File: src/rtl/multicycle_control_unit_if.sv
// Purpose: control bundle between the multicycle controller and its datapath.
// Latency: none, plain wires. Backpressure: mem_ready carries the cache handshake back to the controller.
// Ports: master = controller (reads instruction fields/flags, drives enables and selects); slave = datapath.
interface multicycle_control_unit_if;
  logic [6:0] op;
  logic [2:0] funct3;
  logic       func7;
  logic       zero;
  logic       mem_ready;

  logic       pc_write;
  logic       ir_write;
  logic       reg_write;
  logic       mem_read;
  logic       mem_write;
  logic       adr_src;
  logic [1:0] alu_src_a;
  logic [1:0] alu_src_b;
  logic [1:0] res_src;
  logic [1:0] imm_src;
  logic [2:0] alu_ctrl;
  logic [3:0] state;
  logic       trap;
  logic [1:0] fault_code;

  modport master (
    input  op, funct3, func7, zero, mem_ready,
    output pc_write, ir_write, reg_write, mem_read, mem_write, adr_src,
    output alu_src_a, alu_src_b, res_src, imm_src, alu_ctrl,
    output state, trap, fault_code
  );

  modport slave (
    output op, funct3, func7, zero, mem_ready,
    input  pc_write, ir_write, reg_write, mem_read, mem_write, adr_src,
    input  alu_src_a, alu_src_b, res_src, imm_src, alu_ctrl,
    input  state, trap, fault_code
  );
endinterface

File: src/rtl/multicycle_control_unit.sv
// Purpose: Moore control FSM for a multicycle RV32 subset core, with memory-stall watchdog and sticky trap.
// Latency: one state per clock; FETCH/MEMREAD/MEMWRITE hold until mem_ready or the stall limit traps.
// Ports: clk, rst_n (async active-low); bus (master modport) carries instruction fields, flags and all controls.
module multicycle_control_unit #(
  parameter bit          ENABLE_BNE  = 1'b1,
  parameter int unsigned STALL_LIMIT = 16
) (
  input  logic                        clk,
  input  logic                        rst_n,
  multicycle_control_unit_if.master   bus
);

  typedef enum logic [3:0] {
    S_FETCH    = 4'd0,
    S_DECODE   = 4'd1,
    S_MEMADR   = 4'd2,
    S_MEMREAD  = 4'd3,
    S_MEMWB    = 4'd4,
    S_MEMWRITE = 4'd5,
    S_EXECR    = 4'd6,
    S_EXECI    = 4'd7,
    S_ALUWB    = 4'd8,
    S_BRANCH   = 4'd9,
    S_JAL      = 4'd10,
    S_TRAP     = 4'd11
  } state_e;

  localparam logic [2:0] ALU_ADD = 3'b000;
  localparam logic [2:0] ALU_SUB = 3'b001;
  localparam logic [2:0] ALU_AND = 3'b010;
  localparam logic [2:0] ALU_OR  = 3'b011;
  localparam logic [2:0] ALU_SLT = 3'b101;

  localparam logic [1:0] FC_ILLEGAL = 2'b01;
  localparam logic [1:0] FC_TIMEOUT = 2'b10;

  // Last wait cycle index allowed before the access is declared hung.
  localparam logic [7:0] WAIT_MAX = 8'(STALL_LIMIT - 1);

  state_e     state_q, state_d;
  logic [7:0] wait_q, wait_d;
  logic [1:0] fault_q, fault_d;

  logic       pc_write, ir_write, reg_write, mem_read, mem_write, adr_src;
  logic [1:0] alu_src_a, alu_src_b, res_src, imm_src;
  logic [2:0] alu_ctrl, alu_dec;
  logic       wait_en;
  logic       br_take;

  // sub only for R-type (op[5]=1) with bit 30 set; I-type addi never subtracts.
  always_comb begin
    alu_dec = ALU_ADD;
    case (bus.funct3)
      3'b000:  alu_dec = (bus.op[5] && bus.func7) ? ALU_SUB : ALU_ADD;
      3'b010:  alu_dec = ALU_SLT;
      3'b110:  alu_dec = ALU_OR;
      3'b111:  alu_dec = ALU_AND;
      default: alu_dec = ALU_ADD;
    endcase
  end

  assign br_take = ((bus.funct3 == 3'b000) && bus.zero) ||
                   (ENABLE_BNE && (bus.funct3 == 3'b001) && !bus.zero);

  always_ff @(posedge clk or negedge rst_n) begin
    if (!rst_n) begin
      state_q <= S_FETCH;
      wait_q  <= '0;
      fault_q <= '0;
    end else begin
      state_q <= state_d;
      wait_q  <= wait_d;
      fault_q <= fault_d;
    end
  end

  always_comb begin
    state_d   = state_q;
    fault_d   = fault_q;
    wait_d    = '0;
    wait_en   = 1'b0;
    pc_write  = 1'b0;
    ir_write  = 1'b0;
    reg_write = 1'b0;
    mem_read  = 1'b0;
    mem_write = 1'b0;
    adr_src   = 1'b0;
    alu_src_a = 2'b00;
    alu_src_b = 2'b00;
    res_src   = 2'b00;
    imm_src   = 2'b00;
    alu_ctrl  = ALU_ADD;

    case (state_q)
      S_FETCH: begin
        mem_read  = 1'b1;
        alu_src_b = 2'b10;
        wait_en   = 1'b1;
        // IR capture and PC+4 share the cycle the fetch completes.
        if (bus.mem_ready) begin
          ir_write = 1'b1;
          pc_write = 1'b1;
          state_d  = S_DECODE;
        end
      end
      S_DECODE: begin
        alu_src_a = 2'b01;
        alu_src_b = 2'b01;
        imm_src   = 2'b10;
        case (bus.op)
          7'b0000011, 7'b0100011: state_d = S_MEMADR;
          7'b0110011:             state_d = S_EXECR;
          7'b0010011:             state_d = S_EXECI;
          7'b1100011:             state_d = S_BRANCH;
          7'b1101111:             state_d = S_JAL;
          default: begin
            state_d = S_TRAP;
            fault_d = FC_ILLEGAL;
          end
        endcase
      end
      S_MEMADR: begin
        // op[5] separates store (0100011) from load (0000011).
        alu_src_a = 2'b10;
        alu_src_b = 2'b01;
        imm_src   = bus.op[5] ? 2'b01 : 2'b00;
        state_d   = bus.op[5] ? S_MEMWRITE : S_MEMREAD;
      end
      S_MEMREAD: begin
        mem_read = 1'b1;
        adr_src  = 1'b1;
        wait_en  = 1'b1;
        if (bus.mem_ready) state_d = S_MEMWB;
      end
      S_MEMWB: begin
        reg_write = 1'b1;
        res_src   = 2'b01;
        state_d   = S_FETCH;
      end
      S_MEMWRITE: begin
        mem_write = 1'b1;
        adr_src   = 1'b1;
        wait_en   = 1'b1;
        if (bus.mem_ready) state_d = S_FETCH;
      end
      S_EXECR: begin
        alu_src_a = 2'b10;
        alu_ctrl  = alu_dec;
        state_d   = S_ALUWB;
      end
      S_EXECI: begin
        alu_src_a = 2'b10;
        alu_src_b = 2'b01;
        alu_ctrl  = alu_dec;
        state_d   = S_ALUWB;
      end
      S_ALUWB: begin
        reg_write = 1'b1;
        state_d   = S_FETCH;
      end
      S_BRANCH: begin
        alu_src_a = 2'b10;
        alu_ctrl  = ALU_SUB;
        pc_write  = br_take;
        state_d   = S_FETCH;
      end
      S_JAL: begin
        alu_src_a = 2'b01;
        alu_src_b = 2'b10;
        imm_src   = 2'b11;
        pc_write  = 1'b1;
        reg_write = 1'b1;
        state_d   = S_FETCH;
      end
      S_TRAP: begin
        state_d = S_TRAP;
      end
      default: begin
        // Unused codes 12-15 are treated as a corrupted decode.
        state_d = S_TRAP;
        fault_d = FC_ILLEGAL;
      end
    endcase

    // Watchdog: counts only while a memory state waits; any state change clears it.
    if (wait_en && !bus.mem_ready) begin
      if (wait_q >= WAIT_MAX) begin
        state_d = S_TRAP;
        fault_d = FC_TIMEOUT;
      end else begin
        wait_d = wait_q + 8'd1;
      end
    end
  end

  assign bus.pc_write   = pc_write;
  assign bus.ir_write   = ir_write;
  assign bus.reg_write  = reg_write;
  assign bus.mem_read   = mem_read;
  assign bus.mem_write  = mem_write;
  assign bus.adr_src    = adr_src;
  assign bus.alu_src_a  = alu_src_a;
  assign bus.alu_src_b  = alu_src_b;
  assign bus.res_src    = res_src;
  assign bus.imm_src    = imm_src;
  assign bus.alu_ctrl   = alu_ctrl;
  assign bus.state      = state_q;
  assign bus.trap       = (state_q == S_TRAP);
  assign bus.fault_code = fault_q;

endmodule

File: src/flat_wrapper.sv
// flat-port wrapper written by rule: the top's interface ports become plain ports
module multicycle_control_unit_flat 
#(
  parameter bit          ENABLE_BNE  = 1'b1,
  parameter int unsigned STALL_LIMIT = 16
)
  (clk, rst_n, bus_op, bus_funct3, bus_func7, bus_zero, bus_mem_ready, bus_pc_write, bus_ir_write, bus_reg_write, bus_mem_read, bus_mem_write, bus_adr_src, bus_alu_src_a, bus_alu_src_b, bus_res_src, bus_imm_src, bus_alu_ctrl, bus_state, bus_trap, bus_fault_code);
  multicycle_control_unit_if bus_i ();
  input  logic clk;
  input  logic rst_n;
  input wire logic [$bits(bus_i.op)-1:0] bus_op;
  input wire logic [$bits(bus_i.funct3)-1:0] bus_funct3;
  input wire logic [$bits(bus_i.func7)-1:0] bus_func7;
  input wire logic [$bits(bus_i.zero)-1:0] bus_zero;
  input wire logic [$bits(bus_i.mem_ready)-1:0] bus_mem_ready;
  output wire logic [$bits(bus_i.pc_write)-1:0] bus_pc_write;
  output wire logic [$bits(bus_i.ir_write)-1:0] bus_ir_write;
  output wire logic [$bits(bus_i.reg_write)-1:0] bus_reg_write;
  output wire logic [$bits(bus_i.mem_read)-1:0] bus_mem_read;
  output wire logic [$bits(bus_i.mem_write)-1:0] bus_mem_write;
  output wire logic [$bits(bus_i.adr_src)-1:0] bus_adr_src;
  output wire logic [$bits(bus_i.alu_src_a)-1:0] bus_alu_src_a;
  output wire logic [$bits(bus_i.alu_src_b)-1:0] bus_alu_src_b;
  output wire logic [$bits(bus_i.res_src)-1:0] bus_res_src;
  output wire logic [$bits(bus_i.imm_src)-1:0] bus_imm_src;
  output wire logic [$bits(bus_i.alu_ctrl)-1:0] bus_alu_ctrl;
  output wire logic [$bits(bus_i.state)-1:0] bus_state;
  output wire logic [$bits(bus_i.trap)-1:0] bus_trap;
  output wire logic [$bits(bus_i.fault_code)-1:0] bus_fault_code;
  assign bus_i.op = bus_op;
  assign bus_i.funct3 = bus_funct3;
  assign bus_i.func7 = bus_func7;
  assign bus_i.zero = bus_zero;
  assign bus_i.mem_ready = bus_mem_ready;
  assign bus_pc_write = bus_i.pc_write;
  assign bus_ir_write = bus_i.ir_write;
  assign bus_reg_write = bus_i.reg_write;
  assign bus_mem_read = bus_i.mem_read;
  assign bus_mem_write = bus_i.mem_write;
  assign bus_adr_src = bus_i.adr_src;
  assign bus_alu_src_a = bus_i.alu_src_a;
  assign bus_alu_src_b = bus_i.alu_src_b;
  assign bus_res_src = bus_i.res_src;
  assign bus_imm_src = bus_i.imm_src;
  assign bus_alu_ctrl = bus_i.alu_ctrl;
  assign bus_state = bus_i.state;
  assign bus_trap = bus_i.trap;
  assign bus_fault_code = bus_i.fault_code;
  multicycle_control_unit #(.ENABLE_BNE(ENABLE_BNE), .STALL_LIMIT(STALL_LIMIT)) u_core (.clk(clk), .rst_n(rst_n), .bus(bus_i));
endmodule
File: config.mk
export PLATFORM = sky130hd
export DESIGN_NAME = multicycle_control_unit_flat
export DESIGN_NICKNAME = d
export VERILOG_FILES = /design/src/rtl/multicycle_control_unit_if.sv /design/src/rtl/multicycle_control_unit.sv /design/src/flat_wrapper.sv
export SDC_FILE = /design/constraint.sdc
export NUM_CORES = 1
export LEC_CHECK = 0
export BUFFER_PORTS_ARGS = -buffer_cell sky130_fd_sc_hd__buf_4
export CORE_MARGIN = 3
export CORE_UTILIZATION = 38
export DETAILED_ROUTE_END_ITERATION = 10
export PLACE_DENSITY = 0.7
export SLEW_MARGIN = 30
export SYNTH_ARGS = -nofsm -noshare
export SYNTH_HDL_FRONTEND = slang
export SYNTH_SLANG_ARGS = --single-unit
File: constraint.sdc
create_clock -name clk -period 4.3 [get_ports clk]
set_input_delay 1.29 -clock clk [delete_from_list [all_inputs] [get_ports clk]]
set_output_delay 1.29 -clock clk [all_outputs]
set_load 0.02 [all_outputs]
### Word-level counts from Yosys, hierarchy flattened

Cells that the tools add are included.

| word-level totals | value |
|---|---|
| bits in registers | 14 |
| bits of input ports | 15 |
| output and inout bits | 24 |
| logic and storage cells | 78 |

| operators by class | value |
|---|---|
| $add $sub $neg | 1 |
| magnitude comparators | 1 |
| equality and inequality tests | 21 |
| muxes and demuxes | 30 |
| reduce and logical (&&, ||, !) cells | 22 |

Operators by type and width:

| operator | count |
|---|---|
| $pmux W4 S7 | 1 |
| $mux W4 | 5 |
| $pmux W4 S5 | 1 |
| $eq A4 B3 Y1 const B | 4 |
| $eq A4 B4 Y1 const B | 4 |
| $mux W8 | 2 |
| $eq A7 B6 Y1 const B | 2 |
| $eq A7 B7 Y1 const B | 2 |
| $pmux W2 S2 | 3 |
| $pmux W3 S4 | 1 |
| $reduce_or A2 Y1 | 6 |
| $reduce_or A11 Y1 | 1 |
| $mux W1 | 10 |
| $reduce_or A3 Y1 | 3 |
| $add A8 B1 Y8 const B | 1 |
| $eq A4 B2 Y1 const B | 2 |
| $ge A8 B4 Y1 const B | 1 |
| $reduce_or A4 Y1 | 2 |
| $eq A7 B2 Y1 const B | 1 |
| $eq A7 B5 Y1 const B | 1 |
| $eq A3 B3 Y1 const B | 2 |
| $mux W2 | 3 |
| $pmux W2 S3 | 1 |
| $pmux W3 S2 | 1 |
| other kinds (11) | 15 |

### Depth between registers and ports, before layout

| logic depth | value |
|---|---|
| depth after elaboration | 6 |
| mapped depth | 6 |
| depth with buffers taken out | 4 |

### Least setup slack after synthesis

OpenSTA, ideal clock, no wires.

| timing path | value |
|---|---|
| path kind | in2out |
| from | input port bus_funct3[1] |
| to | output port bus_pc_write |
| arrival | 1904 ps |
| required time | 3010 ps |
| path slack | 1106 ps |
| stages on the path | 3 |
| buffers on the path | 0 |
| cells stage by stage | nor3_1 > nand3_1 > a21oi_1 |

| on the way | value |
|---|---|
| word-level cells in the longest chain between the ends | 4 |
| elaborated cells between the ends (all ways) | 6 |
| those cells by class | eq/ne: 1; mux: 1; reduce/logical: 4 |

Ends and longest elaborated chain:

| element | RTL line | RTL |
|---|---|---|
| start, declared | flat_wrapper.sv:12 | `input wire logic [$bits(bus_i.funct3)-1:0] bus_funct3;` |
| $eq A3 B1 Y1 or $logic_not A3 Y1 (tied branches) | multicycle_control_unit.sv:63, multicycle_control_unit.sv:62 |  |
| $logic_and A1 B1 Y1 (on tied branches) | multicycle_control_unit.sv:63, multicycle_control_unit.sv:62 |  |
| $logic_or A1 B1 Y1 (*) | multicycle_control_unit.sv:62 | `assign br_take = ((bus.funct3 == 3'b000) && bus.zero) \|\|` |
| $pmux W1 S3 (*) | multicycle_control_unit.sv:94 | `case (state_q)` |
| end, declared | flat_wrapper.sv:16 | `output wire logic [$bits(bus_i.pc_write)-1:0] bus_pc_write;` |

Mark *: on every way between the ends. The rest lies on a longest branch, timed or not.

### Worst setup path after layout

Same ends and word-level chain as after synthesis.

==> results.py <==
metrics = {
    "power": {
        "seqPwrFrac_pct": 28.0,
        "powerDensity_nw_per_um2": 730.2,
        "internal-power_uw": 494.0,
        "ir_worst_vdd_mv": 0.5056,
        "clock_power_share_pct": 9.2,
        "swShare_pct": 49.66,
        "p_sw_uw": 487.3,
        "combPwrFrac_pct": 62.9,
        "cellLeakagePower_uw": 0.0006492,
    },
    "setup_path": {
        "r2r_slack_ns": 2.37,
        "reg2reg_to": "u_core.bus.state[2]",
        "cp.required_ns": 3.01,
        "timing.rr.start": "u_core.bus.state[0]",
        "worstSetupStartpointType": "input pin",
        "worstPathMaxFanout": 3,
        "arrival_ns": 2.01,
        "end_kind": "primary output",
        "path_class": "in2out",
        "rr_worst_depth": 4,
    },
    "drt": {
        "routed_wl_mm": 2.459,
        "wl_per_cell_um": 12.61,
        "first_pass_iters": 4,
        "ant_nets": 0,
        "dr.first_iter.drc_count": 35,
        "vias": 1039,
        "viasPerCell": 5.328,
        "drcViolationCount": 0,
    },
    "floorplan": {
        "chipHeight_um": 57.93,
        "fp.dieW_um": 57.93,
        "rows": 18,
        "start_util_pct": 40.63,
        "io_pins": 39,
        "die-area_um2": 3356,
        "core_region_area_um2": 2522,
    },
    "grt": {
        "grt_pass1_vias": 912,
        "grt_antenna_before_repair": 0,
        "grt_max_degree": 25,
        "grt_overflow": 0,
        "grt_first_pass_wirelength_mm": 4.126,
        "grt_usage_pct": 15.27,
    },
    "synthesis": {
        "syn-cell-area_um2": 1025,
        "yosysMostFrequentCell": "nor2_1",
        "synth-compound-area-share_pct": 20.63,
        "synth_common_cells": "nor2_1 (17), dfrtp_1 (14), nand2_1 (11), o21ai_0 (10)",
        "synthAdderAreaFrac_pct": 1.221,
        "synthSimpleGateAreaFrac_pct": 33.33,
        "ys.flop_type": "dfrtp_1",
        "ys_seq_area_share_pct": 34.19,
        "synth.distinct_cells": 42,
        "synth_top_area_cell": "dfrtp_1",
        "synth_xor_area_share_pct": 3.419,
        "synth_top_family_by_area": "simple AND/OR/NAND/NOR gates",
        "synth-edff-count": 0,
        "synthTopCellsByArea": "dfrtp_1 (34%), nor2_1 (6.2%), o21ai_0 (4.9%)",
        "ys_ff_latch": 14,
        "synth.top_cell.area_share_pct": 34.19,
        "async_flop_share_pct": 100.0,
        "muxShareOfSynthArea_pct": 0,
        "ys_warn_count": 0,
        "avgSynthCellArea_um2": 7.944,
        "postSynthCellCount": 129,
    },
    "cts": {
        "cts_max_path_buffers": 2,
        "postCtsSetupBuffers": 0,
        "cts_root_buf": "clkbuf_4",
        "cts_max_level": 1,
        "insertion_delay_ns": 0.27,
        "hold_buffers": 0,
        "cts_inserted_buffers": 3,
        "clkTransAtPathRegs_ns": 0.08,
        "cts_tree": "built",
        "cts.sinks": 14,
        "cts_resized": 0,
    },
    "timing": {
        "worst_pin_slew_ns": 0.6817,
        "hold_viol_final": 0,
        "final.setup_skew_ns": 0.002208,
        "rsz0062_at_grt": "no",
        "max-slew-margin-rel_pct": 54.55,
        "setup_tns_ns": 0,
        "finalSetupViolations": 0,
        "setup_ws_ns": 1.000,
        "fmax_mhz": 303.0,
        "fin_crit_sh_pct": 76.74,
        "slew_violations": 0,
        "period_minus_slack_ns": 3.300,
    },
    "placement": {
        "place_congestion": 0.7800,
        "dp_slack_ns": 1.011,
        "placedCellCount": 191,
        "place_hpwl_mm": 1.826,
        "io_buffer_count": 37,
    },
    "job": {
        "max_cap_viol_count": 0,
    },
    "layout": {
        "layout.cells.non_filler": 195,
        "final_nets": 182,
        "areaGrowthSynthToFinish_pct": 31.14,
        "drive_above_1_share_pct": 28.48,
        "fillers": 259,
        "n_antenna_cell": 0,
    },
    "outcome": {
        "status": "finished, final reports clean",
    },
    "hold_path": {
        "hold_depth": 1,
        "worstHoldStart": "u_core.wait_q[0]",
        "hold_class": "reg2reg",
        "holdPathEnd": "u_core.wait_q[0]",
    },
}
==> cells in the final DEF (no fill, tap or decap), types with 2 or more instances in the layout <==
master	instances
buf_4	37
a21o_1	2
dfrtp_1	14
conb_1	5
clkbuf_4	3
nand3_1	6
nor3b_1	2
nor2b_1	2
inv_1	6
nor3_1	3
o21ai_0	10
xnor2_1	2
a21oi_1	5
nand2_1	11
nand3b_1	2
o21a_1	2
nand2b_1	6
xor2_1	2
or4_1	2
and3_1	4
nor2_1	17
and3b_1	3
==> how the worst max path moves through the flow <==
stage | startpoint | depth (start not counted) | to
2_1_floorplan | bus_funct3[1] | 3 | bus_pc_write
3_3_place_gp | bus_funct3[1] | 5 | bus_pc_write
3_5_place_dp | bus_funct3[1] | 5 | bus_pc_write
4_1_cts | bus_funct3[1] | 5 | bus_pc_write
5_1_grt | u_core.bus.state[0] | 5 | bus_pc_write
6_report | bus_funct3[1] | 5 | bus_pc_write
==> state kept, by name (all words and copies together), names as in the netlist <==
signal / cells
u_core.bus.fault_code: 2
u_core.bus.state: 4
u_core.wait_q: 8
==> metrics by stage <==
stage               util [%]  total power [uW]  hold WS (ns)  area, um^2
detailed placement     51.84             892.9        0.4644        1308
finish                 53.27             981.2        0.4697        1344
floorplan                  -             671.3        0.4310        1040
CTS                    53.27             987.0        0.4743        1344
global placement       51.84             891.3        0.4469        1308
global route           53.27              1060        0.5072        1344
==> power by group through the flow <==
stage / registers (uW) / logic, uW / clock network, uW
floorplan: 223 / 448 / 0
global placement: 274 / 618 / 0
detailed placement: 275 / 618 / 0
CTS: 272 / 620 / 94.6
global route: 287 / 671 / 101
finish: 274 / 617 / 90.0
==> cells by family after synthesis <==
group                      Yosys count
adders and majority gates            1
xor gates and xnor gates             4
AOI/OAI and AO/OA                   31
DFF                                 14
buffers and inverters               15
other                                1
and+or+nand+nor                     63
==> critical path: stages <==
cell and delay [ns]:
buf_4 0.12, nor3_1 0.18, nand3_1 0.10, a21oi_1 0.16, buf_4 0.17
==> routing by layer <==
metal	GRT usage, %	part of all wire, %	wire [um]
met1	21.57	46	1143
met4	3.974	0.77	19
met5	0	0	0
met2	24.03	47	1166
met3	2.895	5.2	129
==> layout make-up <==
cell class / count / area [um^2] / share of cell area (%)
Timing Repair Buffer: 37 / 277.8 / 20.67
Multi-Input combinational cell: 104 / 619.3 / 46.09
Clock buffer: 4 / 36.28 / 2.700
Inverter: 6 / 22.52 / 1.676
Tap cell: 30 / 37.54 / 2.793
Sequential cell: 14 / 350.3 / 26.07
Power figures use the tool's default switching activity.
